### src/rtl/ir_pkg.sv
// Shared definitions for the serial IR frame decoder: FSM states, error codes
// and the default valid-key map for 8-bit keys.
package ir_pkg;

    typedef enum logic [2:0] {
        S_IDLE,
        S_START,
        S_SHIFT,
        S_STOP,
        S_CHECK
    } state_t;

    localparam logic [1:0] ERR_NONE  = 2'b00;
    localparam logic [1:0] ERR_FRAME = 2'b01;
    localparam logic [1:0] ERR_CMPL  = 2'b10;
    localparam logic [1:0] ERR_KEY   = 2'b11;

    // Bit k set means key k is accepted.
    localparam logic [255:0] DEF_VALID_MAP = 256'hCDDF93FF;

endpackage

### src/rtl/ir_shift_reg.sv
// MSB-first serial-in shift register that holds the decoder payload
// (address, inverted address, data, inverted data).
module ir_shift_reg #(
    parameter int W = 32
) (
    input  logic         clk,
    input  logic         rst,
    input  logic         en,
    input  logic         din,
    output logic [W-1:0] q
);

    // NOTE: sequential state is written with non-blocking assignments only, so
    // every register samples the pre-edge values regardless of block ordering.
    always_ff @(posedge clk or negedge rst) begin
        if (!rst) begin
            q <= '0;
        end else if (en) begin
            q <= {q[W-2:0], din};
        end
    end

endmodule

### src/rtl/ir_frame_decoder.sv
// Serial IR frame decoder: deframes start/addr/~addr/data/~data/stop, checks the
// fields and pulses ready or err. Define ADDR_FILTER_EN to accept only MY_ADDR.
module ir_frame_decoder
    import ir_pkg::*;
#(
    parameter int                   ADDR_W    = 8,
    parameter int                   DATA_W    = 8,
    parameter int                   START_LEN = 1,
    parameter logic [2**DATA_W-1:0] VALID_MAP = (2**DATA_W)'(DEF_VALID_MAP),
    parameter logic [ADDR_W-1:0]    MY_ADDR   = '0
) (
    input  logic              clk,
    input  logic              rst,
    input  logic              serial,
    output logic [DATA_W-1:0] tecla,
    output logic [ADDR_W-1:0] addr,
    output logic              ready,
    output logic              err,
    output logic [1:0]        err_code
);

    localparam int PAY_W = 2*ADDR_W + 2*DATA_W;
    localparam int CNT_W = $clog2(PAY_W + 1);
    localparam int SL_W  = $clog2(START_LEN + 1);
    localparam logic [CNT_W-1:0] BIT_LAST   = CNT_W'(PAY_W - 1);
    localparam logic [SL_W-1:0]  START_LAST = SL_W'(START_LEN - 1);

`ifdef ADDR_FILTER_EN
    localparam bit ADDR_FILTER = 1'b1;
`else
    localparam bit ADDR_FILTER = 1'b0;
`endif

    state_t            state, next_state;
    logic [CNT_W-1:0]  bit_cnt;
    logic [SL_W-1:0]   low_cnt;
    logic [PAY_W-1:0]  payload;
    logic              shift_en;

    logic [ADDR_W-1:0] frame_addr, addr_inv;
    logic [DATA_W-1:0] frame_data, data_inv;
    logic              cmpl_ok, key_ok, addr_ok;
    logic [1:0]        res_code;

    ir_shift_reg #(.W(PAY_W)) u_shift (
        .clk (clk),
        .rst (rst),
        .en  (shift_en),
        .din (serial),
        .q   (payload)
    );

    always_ff @(posedge clk or negedge rst) begin
        if (!rst) begin
            state <= S_IDLE;
        end else begin
            state <= next_state;
        end
    end

    // NOTE: every signal written here gets a default first, so no path can
    // leave it unassigned and infer a latch.
    always_comb begin
        next_state = state;
        shift_en   = 1'b0;
        case (state)
            S_IDLE:  if (!serial) next_state = (START_LEN == 1) ? S_SHIFT : S_START;
            S_START: begin
                if (serial)                    next_state = S_IDLE;
                else if (low_cnt == START_LAST) next_state = S_SHIFT;
            end
            S_SHIFT: begin
                shift_en = 1'b1;
                if (bit_cnt == BIT_LAST) next_state = S_STOP;
            end
            S_STOP:  next_state = S_CHECK;
            S_CHECK: next_state = S_IDLE;
            default: next_state = S_IDLE;
        endcase
    end

    // low_cnt counts start lows already seen; bit_cnt counts payload bits.
    always_ff @(posedge clk or negedge rst) begin
        if (!rst) begin
            bit_cnt <= '0;
            low_cnt <= '0;
        end else begin
            case (state)
                S_IDLE: begin
                    bit_cnt <= '0;
                    low_cnt <= SL_W'(1);
                end
                S_START: low_cnt <= low_cnt + 1'b1;
                S_SHIFT: bit_cnt <= bit_cnt + 1'b1;
                default: ;
            endcase
        end
    end

    assign frame_addr = payload[PAY_W-1 -: ADDR_W];
    assign addr_inv   = payload[PAY_W-ADDR_W-1 -: ADDR_W];
    assign frame_data = payload[2*DATA_W-1 -: DATA_W];
    assign data_inv   = payload[DATA_W-1:0];

    assign cmpl_ok = (&(frame_addr ^ addr_inv)) && (&(frame_data ^ data_inv));
    assign key_ok  = VALID_MAP[frame_data];
    assign addr_ok = !ADDR_FILTER || (frame_addr == MY_ADDR);

    // While in STOP, serial carries the stop bit; priority framing > complement > key.
    always_comb begin
        res_code = ERR_NONE;
        if (!serial)                res_code = ERR_FRAME;
        else if (!cmpl_ok)          res_code = ERR_CMPL;
        else if (!key_ok || !addr_ok) res_code = ERR_KEY;
    end

    // Results are registered on the stop-bit edge so they are visible during CHECK.
    always_ff @(posedge clk or negedge rst) begin
        if (!rst) begin
            tecla    <= '0;
            addr     <= '0;
            ready    <= 1'b0;
            err      <= 1'b0;
            err_code <= ERR_NONE;
        end else begin
            ready    <= 1'b0;
            err      <= 1'b0;
            err_code <= ERR_NONE;
            if (state == S_STOP) begin
                if (res_code == ERR_NONE) begin
                    ready <= 1'b1;
                    tecla <= frame_data;
                    addr  <= frame_addr;
                end else begin
                    err      <= 1'b1;
                    err_code <= res_code;
                end
            end
        end
    end

endmodule

### config.mk
export PLATFORM = sky130hd
export DESIGN_NAME = ir_frame_decoder
export DESIGN_NICKNAME = d
export VERILOG_FILES = /design/src/rtl/ir_pkg.sv /design/src/rtl/ir_shift_reg.sv /design/src/rtl/ir_frame_decoder.sv
export SDC_FILE = /design/constraint.sdc
export NUM_CORES = 1
export LEC_CHECK = 0
export BUFFER_PORTS_ARGS = -buffer_cell sky130_fd_sc_hd__clkbuf_2
export CAP_MARGIN = 20
export CORE_UTILIZATION = 30
export CTS_CLUSTER_DIAMETER = 40
export DETAILED_ROUTE_END_ITERATION = 8
export PLACE_DENSITY_LB_ADDON = 0.12
export SLEW_MARGIN = 20
export SYNTH_ARGS = -nofsm -noshare
export SYNTH_HDL_FRONTEND = slang
export SYNTH_SLANG_ARGS = --single-unit
### constraint.sdc
create_clock -name clk -period 4.7 [get_ports clk]
set_input_delay 1.41 -clock clk [delete_from_list [all_inputs] [get_ports clk]]
set_output_delay 1.41 -clock clk [all_outputs]
set_load 0.05 [all_outputs]
======== Word level (Yosys, flattened, before mapping) ========
Memories as Yosys holds them, arrays and structs flattened.
Index checks and enable logic that the tools add are counted.
storage, ports and cells
  bits in registers ....................... 62
  memory bits (read-only) ................. 256
  input port bits ......................... 3
  output and inout port bits .............. 20
  word-level logic and storage cells ...... 49
  memories kept ........................... 1
operators by class
  $add $sub $neg .......................... 2
  magnitude comparators ................... 1
  eq/ne operators ......................... 7
  multiplexer cells ....................... 18
  bitwise logic cells ..................... 2
  reduce and logical (&&, ||, !) cells .... 9
memory list
  name             words  bits a word  rd ports  clocked after Yosys merged registers in  write ports  line                     text
  (no name shown)  256    1            1         0                                        0            ir_frame_decoder.sv:106  assign key_ok = VALID_MAP[frame_data];
operators with widths
  kind                                                        number
  AND reduction 8 bit                                         2
  XOR 8 bit                                                   2
  2-to-1 mux 3 bit                                            4
  one-hot mux 3 bit (4 select lines)                          1
  one-hot mux 6 bit (2 select lines)                          1
  2-to-1 mux 2 bit                                            5
  less-than comparator 8 x 9 -> 1 bit, second input constant  1
  adder 6 x 1 -> 6 bit, second input constant                 1
  == test 3 x 2 -> 1 bit, second input constant               2
  == test 6 x 5 -> 1 bit, second input constant               1
  2-to-1 mux 1 bit                                            6
  inequality test 2 bit, second input constant                2
  nonzero test 2 bit                                          2
  == test 3 x 1 -> 1 bit, second input constant               1
  zero test 3 bit                                             1
  inequality test 3 bit, second input constant                1
  AND reduction 3 bit                                         1
  zero test 2 bit                                             1
  one-hot mux 1 bit (2 select lines)                          1
  AND reduction 2 bit                                         1
  adder 1 bit, second input constant                          1
  logical AND 1 bit                                           1

======== Logic depth before layout (Yosys ltp) ========
Gate-level depths: netlist (run 1).
  word-level depth ........................ 8
  depth in mapped cells ................... 9
  depth with buffers taken out ............ 7

======== Hierarchy ========
Synthesis (run 1) repeated with hierarchy kept, for this count alone.
second synthesis, totals
  cell total of the unflattened synthesis .. 195
  area total of the unflattened synthesis .. 2827.7 um^2
modules (own cells, without submodules)
  module            times used  cells an instance  area each (um^2)  seq. area each (um^2)
  ir_frame_decoder  1           127                1482.7            750.7
  ir_shift_reg      1           68                 1345.0            800.8

======== Least setup slack after synthesis (run 1) ========
No wires, ideal clock.
  kind .................................... input to register
  start point ............................. in serial
  end point ............................... reg addr[6]
  library setup time ...................... 0.125 ns
  data arrival time ....................... 2.334 ns
  data required time ...................... 4.575 ns
  path slack .............................. 2.241 ns
  stages on the path ...................... 5
  buffers on the path ..................... 2
  path through ............................ nand2_1 or3_1 buf_6 buf_8 mux2_4
on the way
  word-level cells in the longest chain between the ends .. 3
ends and longest elaborated chain
  what                                  line                     text
  from (decl)                           ir_frame_decoder.sv:14   input logic serial,
  2-to-1 mux 2 bit                      ir_frame_decoder.sv:112  if (!serial) res_code = ERR_FRAME;
  zero test 2 bit                       ir_frame_decoder.sv:130  if (res_code == ERR_NONE) begin
  AND reduction 2 bit (no source line)  n/a
  to (signal assigned)                  ir_frame_decoder.sv:133  addr <= frame_addr;
  to (decl)                             ir_frame_decoder.sv:16   output logic [ADDR_W-1:0] addr,
Every way passes these cells.
A chain may end at the register's enable or synchronous reset.

======== Worst setup path after layout (run 1) ========
  start point ............................. in serial
  end point ............................... reg tecla[0]
on the way
  word-level cells in the longest chain between the ends .. 3
ends and longest elaborated chain
  what                                  line                     text
  2-to-1 mux 2 bit                      ir_frame_decoder.sv:112
  zero test 2 bit                       ir_frame_decoder.sv:130
  AND reduction 2 bit (no source line)  n/a
  to (signal assigned)                  ir_frame_decoder.sv:132  tecla <= frame_data;
  to (decl)                             ir_frame_decoder.sv:15   output logic [DATA_W-1:0] tecla,
Every way passes these cells.

==> impl_metrics.toml, run 1 <==
[status]
status = "finished clean"

[sta]
setup_tns_ns = 0
slew_headroom_pct = 48.4
whs_ns = 0.486
rsz0062_at_grt = "no"
post-route-period-util_pct = 53.3
final.setup_skew_ns = 0.00744
report.final.slew_viol_count = 0
period_needed_ns = 2.51
fmax_mhz = 399
tightest_slew_ns = 0.774
setup_viol = 0
hold_violations = 0

[logic_synthesis]
synth_top_family_by_area = "simple AND/OR/NAND/NOR gates"
synth_area_mm2 = 0.00267
yosysWarnings = 0
ys_ff_latch = 62
synthMuxAreaShare_pct = 6.89
syn_avg_cell_area_um2 = 10.1
yosysTopAreaCellShare_pct = 58.1
yosys.area_share.simple_pct = 20.7
synth-compound-area-share_pct = 4.64
synth_fa_ha_area_share_pct = 0.937
yosysTopAreaCell = "dfrtp_1"
ys_seq_area_share_pct = 58.1
synth-xor-area-share_pct = 5.25
synthesis.nets = 269
syn-instance-count = 264
synth_top_cells_by_area = "dfrtp_1 58%, nand2_1 14%, xnor2_1 5.2%, mux2_4 3.9%, mux2_2 3.0%"
synth.distinct_cells = 29

[final_layout]
drive_gt1_share_pct = 19.2
area_growth_syn_to_layout_pct = 14.4
final_nets = 292
final_area_mm2 = 0.00306
fillers = 908
insertedDiodeCount = 0

[pwr]
power.switching_w = 0.000658
power.share.sequential_pct = 49.1
intPower_w = 0.00118
p_total_w = 0.00184
p_clk_share_pct = 24.7
p_per_area_mw_per_mm2 = 601
switching_share_pct = 35.8
peakVddDrop_mv = 0.196
p_comb_share_pct = 26.2
leakage_nw = 1.53

[die]
die_w_um = 96.4
initial_core_util_pct = 30.8
die_area_mm2 = 0.00929
coreArea_mm2 = 0.00868
die_h_um = 96.4
io_pins = 23
row_count = 34

[setup_path]
crit_path_start_kind = "input pin"
path_max_fanout = 16
cp_data_arrival_time_ns = 2.72
criticalPathCategory = "in -> reg"
end_kind = "flip-flop"
required_ns = 4.92
r2r_cells = 5

[drt]
drc = 0
num_vias = 1806
vias_per_cell = 4.53
wl_mm = 5.09
wl_per_cell_um = 12.8
drt_iter0_markers = 90
first_pass_iters = 4
antenna_left = 0

[grt]
grt_first_pass_wirelength_mm = 8.58
track_usage_pct = 12.6
antenna_found_initial = 0
overflow = 0
grt_start_max_net_pins = 38
grt_pass1_vias = 1768

[worst_hold_path]
hold_path_class = "reg -> reg"
hold_path_depth = 1

[placed_design]
dp_hpwl_mm = 3.31
placed_area_mm2 = 0.00287
place.gp.congestion = 0.711
port_buffers = 22

[clock_tree]
clock_path_buffers = 2
postCtsHoldBufs = 0
cts_tree = "built"
htreeDepth = 3
numCtsBuffers = 9
cts_sinks = 62
clkTransAtPathRegs_ns = 0.06
postCtsSetupRepairBufs = 0
cts-root-buf = "clkbuf_8"
clock_latency_ns = 0.33
cts_resized = 0

[flow_run]
maxCapViolCount = 0
## final timing paths
path | startpoint | endpoint | slack [ns]
max in group asynchronous | rst | u_shift.q[16] | 2.69
hold / removal | tecla[7] | tecla[7] | 0.49
hold reg to reg | tecla[7] | tecla[7] | 0.49
setup reg to reg | u_shift.q[24] | tecla[0] | 2.22
min in group asynchronous | rst | err_code[1] | 1.09
setup / recovery | serial | tecla[0] | 2.19
## metrics by stage
stage / instances / utilization (%) / setup slack, ns
finish: 399 / 35.2 / 2.19
global route: 399 / 35.2 / 2.04
CTS: 399 / 35.2 / 2.17
detailed placement: 384 / 33.0 / 1.82
global placement: 384 / 33.0 / 1.86
floorplan: 264 / - / 2.24
## per-layer routing
metal | global-route usage [%] | share of wire [%]
met2 | 19.3 | 44
met4 | 7.35 | 1.7
met5 | 0 | 0
met1 | 16.3 | 50
met3 | 2.84 | 3.7
## synth_stat cells, drive strengths merged
library cell and count:
a211oi 1, a21oi 5, a311o 1, and2 3, buf 5, clkbuf 8
dfrtp 62, ha 2, inv 4, mux2 14, nand2 102, nand2b 3
nand3 5, nand4 1, nor2 5, nor3 5, nor4 4, nor4b 1
o2111ai 1, o21a 1, o21ai 10, o31ai 2, or2 1, or3 2
xnor2 16
## placed cells by master, fill, tap and decap left out, types with 4 or more instances in the layout
master    instances
nand2_1         102
dfrtp_1          62
clkbuf_2         22
xnor2_1          16
o21ai_0          10
clkbuf_8         10
mux2_2            7
mux2_4            7
a21oi_1           5
nand3_1           5
nor2_1            5
inv_1             4
nor3_1            4
## kinds of logic (layout without fill, tap and decap cells)
family,Yosys count,in the layout
flip-flops,62,62
AO/OA/AOI/OAI,21,21
adder cells (fa/ha/maj),2,2
multiplexers,14,14
AND/OR/NAND/NOR,132,132
XOR/XNOR,16,16
buffers and inverters,17,44
## sequential cells by signal, indices dropped and copies added, names as in the netlist
name	cells
tecla	8
low_cnt	1
bit_cnt	6
addr	8
u_shift.q	32
err	1
state	3
err_code	2
ready	1
## power groups by stage
stage / sequential, W / clock (W) / combinational [W]
after global placement: 0.000910 / 0 / 0.000485
after detailed placement: 0.000915 / 0 / 0.000490
after global routing: 0.000939 / 0.000497 / 0.000568
after floorplan: 0.000843 / 0 / 0.000423
after CTS: 0.000905 / 0.000473 / 0.000493
final: 0.000903 / 0.000453 / 0.000481
## final cells by class
| cell class | instances | area, µm² | area share [%] |
|---|---|---|---|
| multi-input combinational | 185 | 1030 | 33.8 |
| clock inverter | 4 | 47.5 | 1.56 |
| sequential | 62 | 1550 | 50.8 |
| inverter | 4 | 15.0 | 0.491 |
| clock buffer | 11 | 141 | 4.63 |
| timing repair buffer | 25 | 133 | 4.34 |
| tap | 108 | 135 | 4.42 |
## worst max-delay path: stages
cell	delay, ns
clkbuf_2	0.14
nand2_1	0.10
or3_1	0.65
mux2_4	0.41
No activity file was read; power rests on OpenSTA's default activity.
==> run 2, diff against run 1 <==
==> constraint.sdc (replaced) <==
create_clock -name clk -period 2.1 [get_ports clk]
set_input_delay 0.63 -clock clk [delete_from_list [all_inputs] [get_ports clk]]
set_output_delay 0.63 -clock clk [all_outputs]
set_load 0.05 [all_outputs]
==> impl_metrics.toml, run 2 (synthesized netlist as in run 1, its figures left out) <==
[die]
coreArea_mm2 = 0.00868
die_h_um = 96.4
die_w_um = 96.4
die_area_mm2 = 0.00929
io_pins = 23
initial_core_util_pct = 30.8
row_count = 34

[grt]
track_usage_pct = 13.5
antenna_found_initial = 0
overflow = 0
grt_first_pass_wirelength_mm = 9.19
grt_pass1_vias = 1858
grt_start_max_net_pins = 63

[sta]
tightest_slew_ns = 0.348
setup_tns_ns = 0
period_needed_ns = 2.04
report.final.slew_viol_count = 0
rsz0062_at_grt = "yes"
final.setup_skew_ns = 0.0114
post-route-period-util_pct = 97.2
slew_headroom_pct = 76.5
fmax_mhz = 490
setup_viol = 0
hold_violations = 0

[drt]
first_pass_iters = 4
wl_per_cell_um = 13.0
antenna_left = 0
num_vias = 1880
drc = 0
vias_per_cell = 4.38
wl_mm = 5.58
drt_iter0_markers = 51

[setup_path]
cp_data_arrival_time_ns = 2.26
reg2reg_to = "tecla[4]"
criticalPathCategory = "reg -> reg"
path_max_fanout = 16
required_ns = 2.32
r2r-start = "u_shift.q[25]"
crit_path_start_kind = "flip-flop"
end_kind = "flip-flop"
r2r_cells = 7
ff2ff_setup_slack_ns = 0.06

[flow_run]
maxCapViolCount = 0

[clock_tree]
cts-root-buf = "clkbuf_8"
numCtsBuffers = 9
postCtsHoldBufs = 0
clkTransAtPathRegs_ns = 0.07
htreeDepth = 3
clock_path_buffers = 2
cts_sinks = 62
clock_latency_ns = 0.34
cts_tree = "built"

[final_layout]
largest_reg_flops = 32
final_area_mm2 = 0.00330
final_nets = 321
drive_gt1_share_pct = 29.3
final_cells = 429
insertedDiodeCount = 0
mostFrequentLayoutCells = "102 x nand2_1, 60 x dfrtp_1, 30 x buf_4, 22 x clkbuf_2, 15 x xnor2_1"
top_register = "u_shift.q"
reg_top3 = "u_shift.q x32, addr x8, tecla x8"
layout_commonest_cell = "nand2_1"
area_growth_syn_to_layout_pct = 23.6

[placed_design]
place.gp.congestion = 0.678
place_inst = 409
placed_area_mm2 = 0.00308
dp_hpwl_mm = 3.58
port_buffers = 22

[pwr]
p_per_area_mw_per_mm2 = 1330
p_total_w = 0.00438
peakVddDrop_mv = 0.328
leakage_nw = 1.68

[status]
status = "finished clean"

[worst_hold_path]
hold_path_class = "in -> async"
run 2: critical path: stages (launching register included):
cell     delay, ns
dfrtp_1       0.39
xnor2_1       0.14
nor4_1        0.27
buf_4         0.15
nand4_1       0.10
or3_4         0.40
buf_12        0.17
mux2_4        0.30
run 2: area by class of cell:
type                    count  area [µm²]
fillers                   880        5380
clock buffers              10         128
flip-flops and latches     62        1550
repair buffers             54         375
well taps                 108         135
inverters                   4        15.0
clock inverters             6        38.8
multi-input cells         185        1060
run 2: power by group:
part	total [W]	leakage, nW	internal [W]	switching (W)
combinational	0.00155	0.808	0.000774	0.000776
clock	0.000903	0.0820	0.000424	0.000479
sequential	0.00193	0.785	0.00158	0.000348
total	0.00438	1.68	0.00278	0.00160
run 2: repair_timing:
action                                  CTS  global route
pin swaps                                 0             2
resized for setup                         2             6
endpoints found under the hold margin     0             0
endpoints found under the setup margin    8            13
setup buffers                             0             4
run 2: routing by layer:
metal / vias to the layer above / part of all wire, % / global-route usage, %
li1: 956 / - / -
met1: 888 / 51 / 18.0
met2: 24 / 44 / 20.4
met3: 12 / 2.3 / 3.08
met4: 0 / 1.9 / 6.99
met5: - / 0 / 0
run 2: worst max-delay path by stage:
stage / startpoint / endpoint / slack, ns
finish: u_shift.q[25] / tecla[4] / 0.06
global route: u_shift.q[2] / tecla[4] / -0.01
CTS: u_shift.q[8] / tecla[4] / 0.01
detailed placement: u_shift.q[8] / tecla[4] / -0.02
global placement: u_shift.q[8] / tecla[2] / 0.01
floorplan: u_shift.q[10] / addr[6] / 0.03
run 2: metrics by stage:
stage | hold WS (ns) | util [%] | setup slack (ns)
after detailed placement | 0.478 | 35.5 | -0.0209
after global placement | 0.472 | 35.5 | 0.0134
final | 0.298 | 38.0 | 0.0587
after floorplan | 0.334 | - | 0.0322
after global routing | 0.311 | 38.0 | -0.0136
after CTS | 0.303 | 37.5 | 0.0121
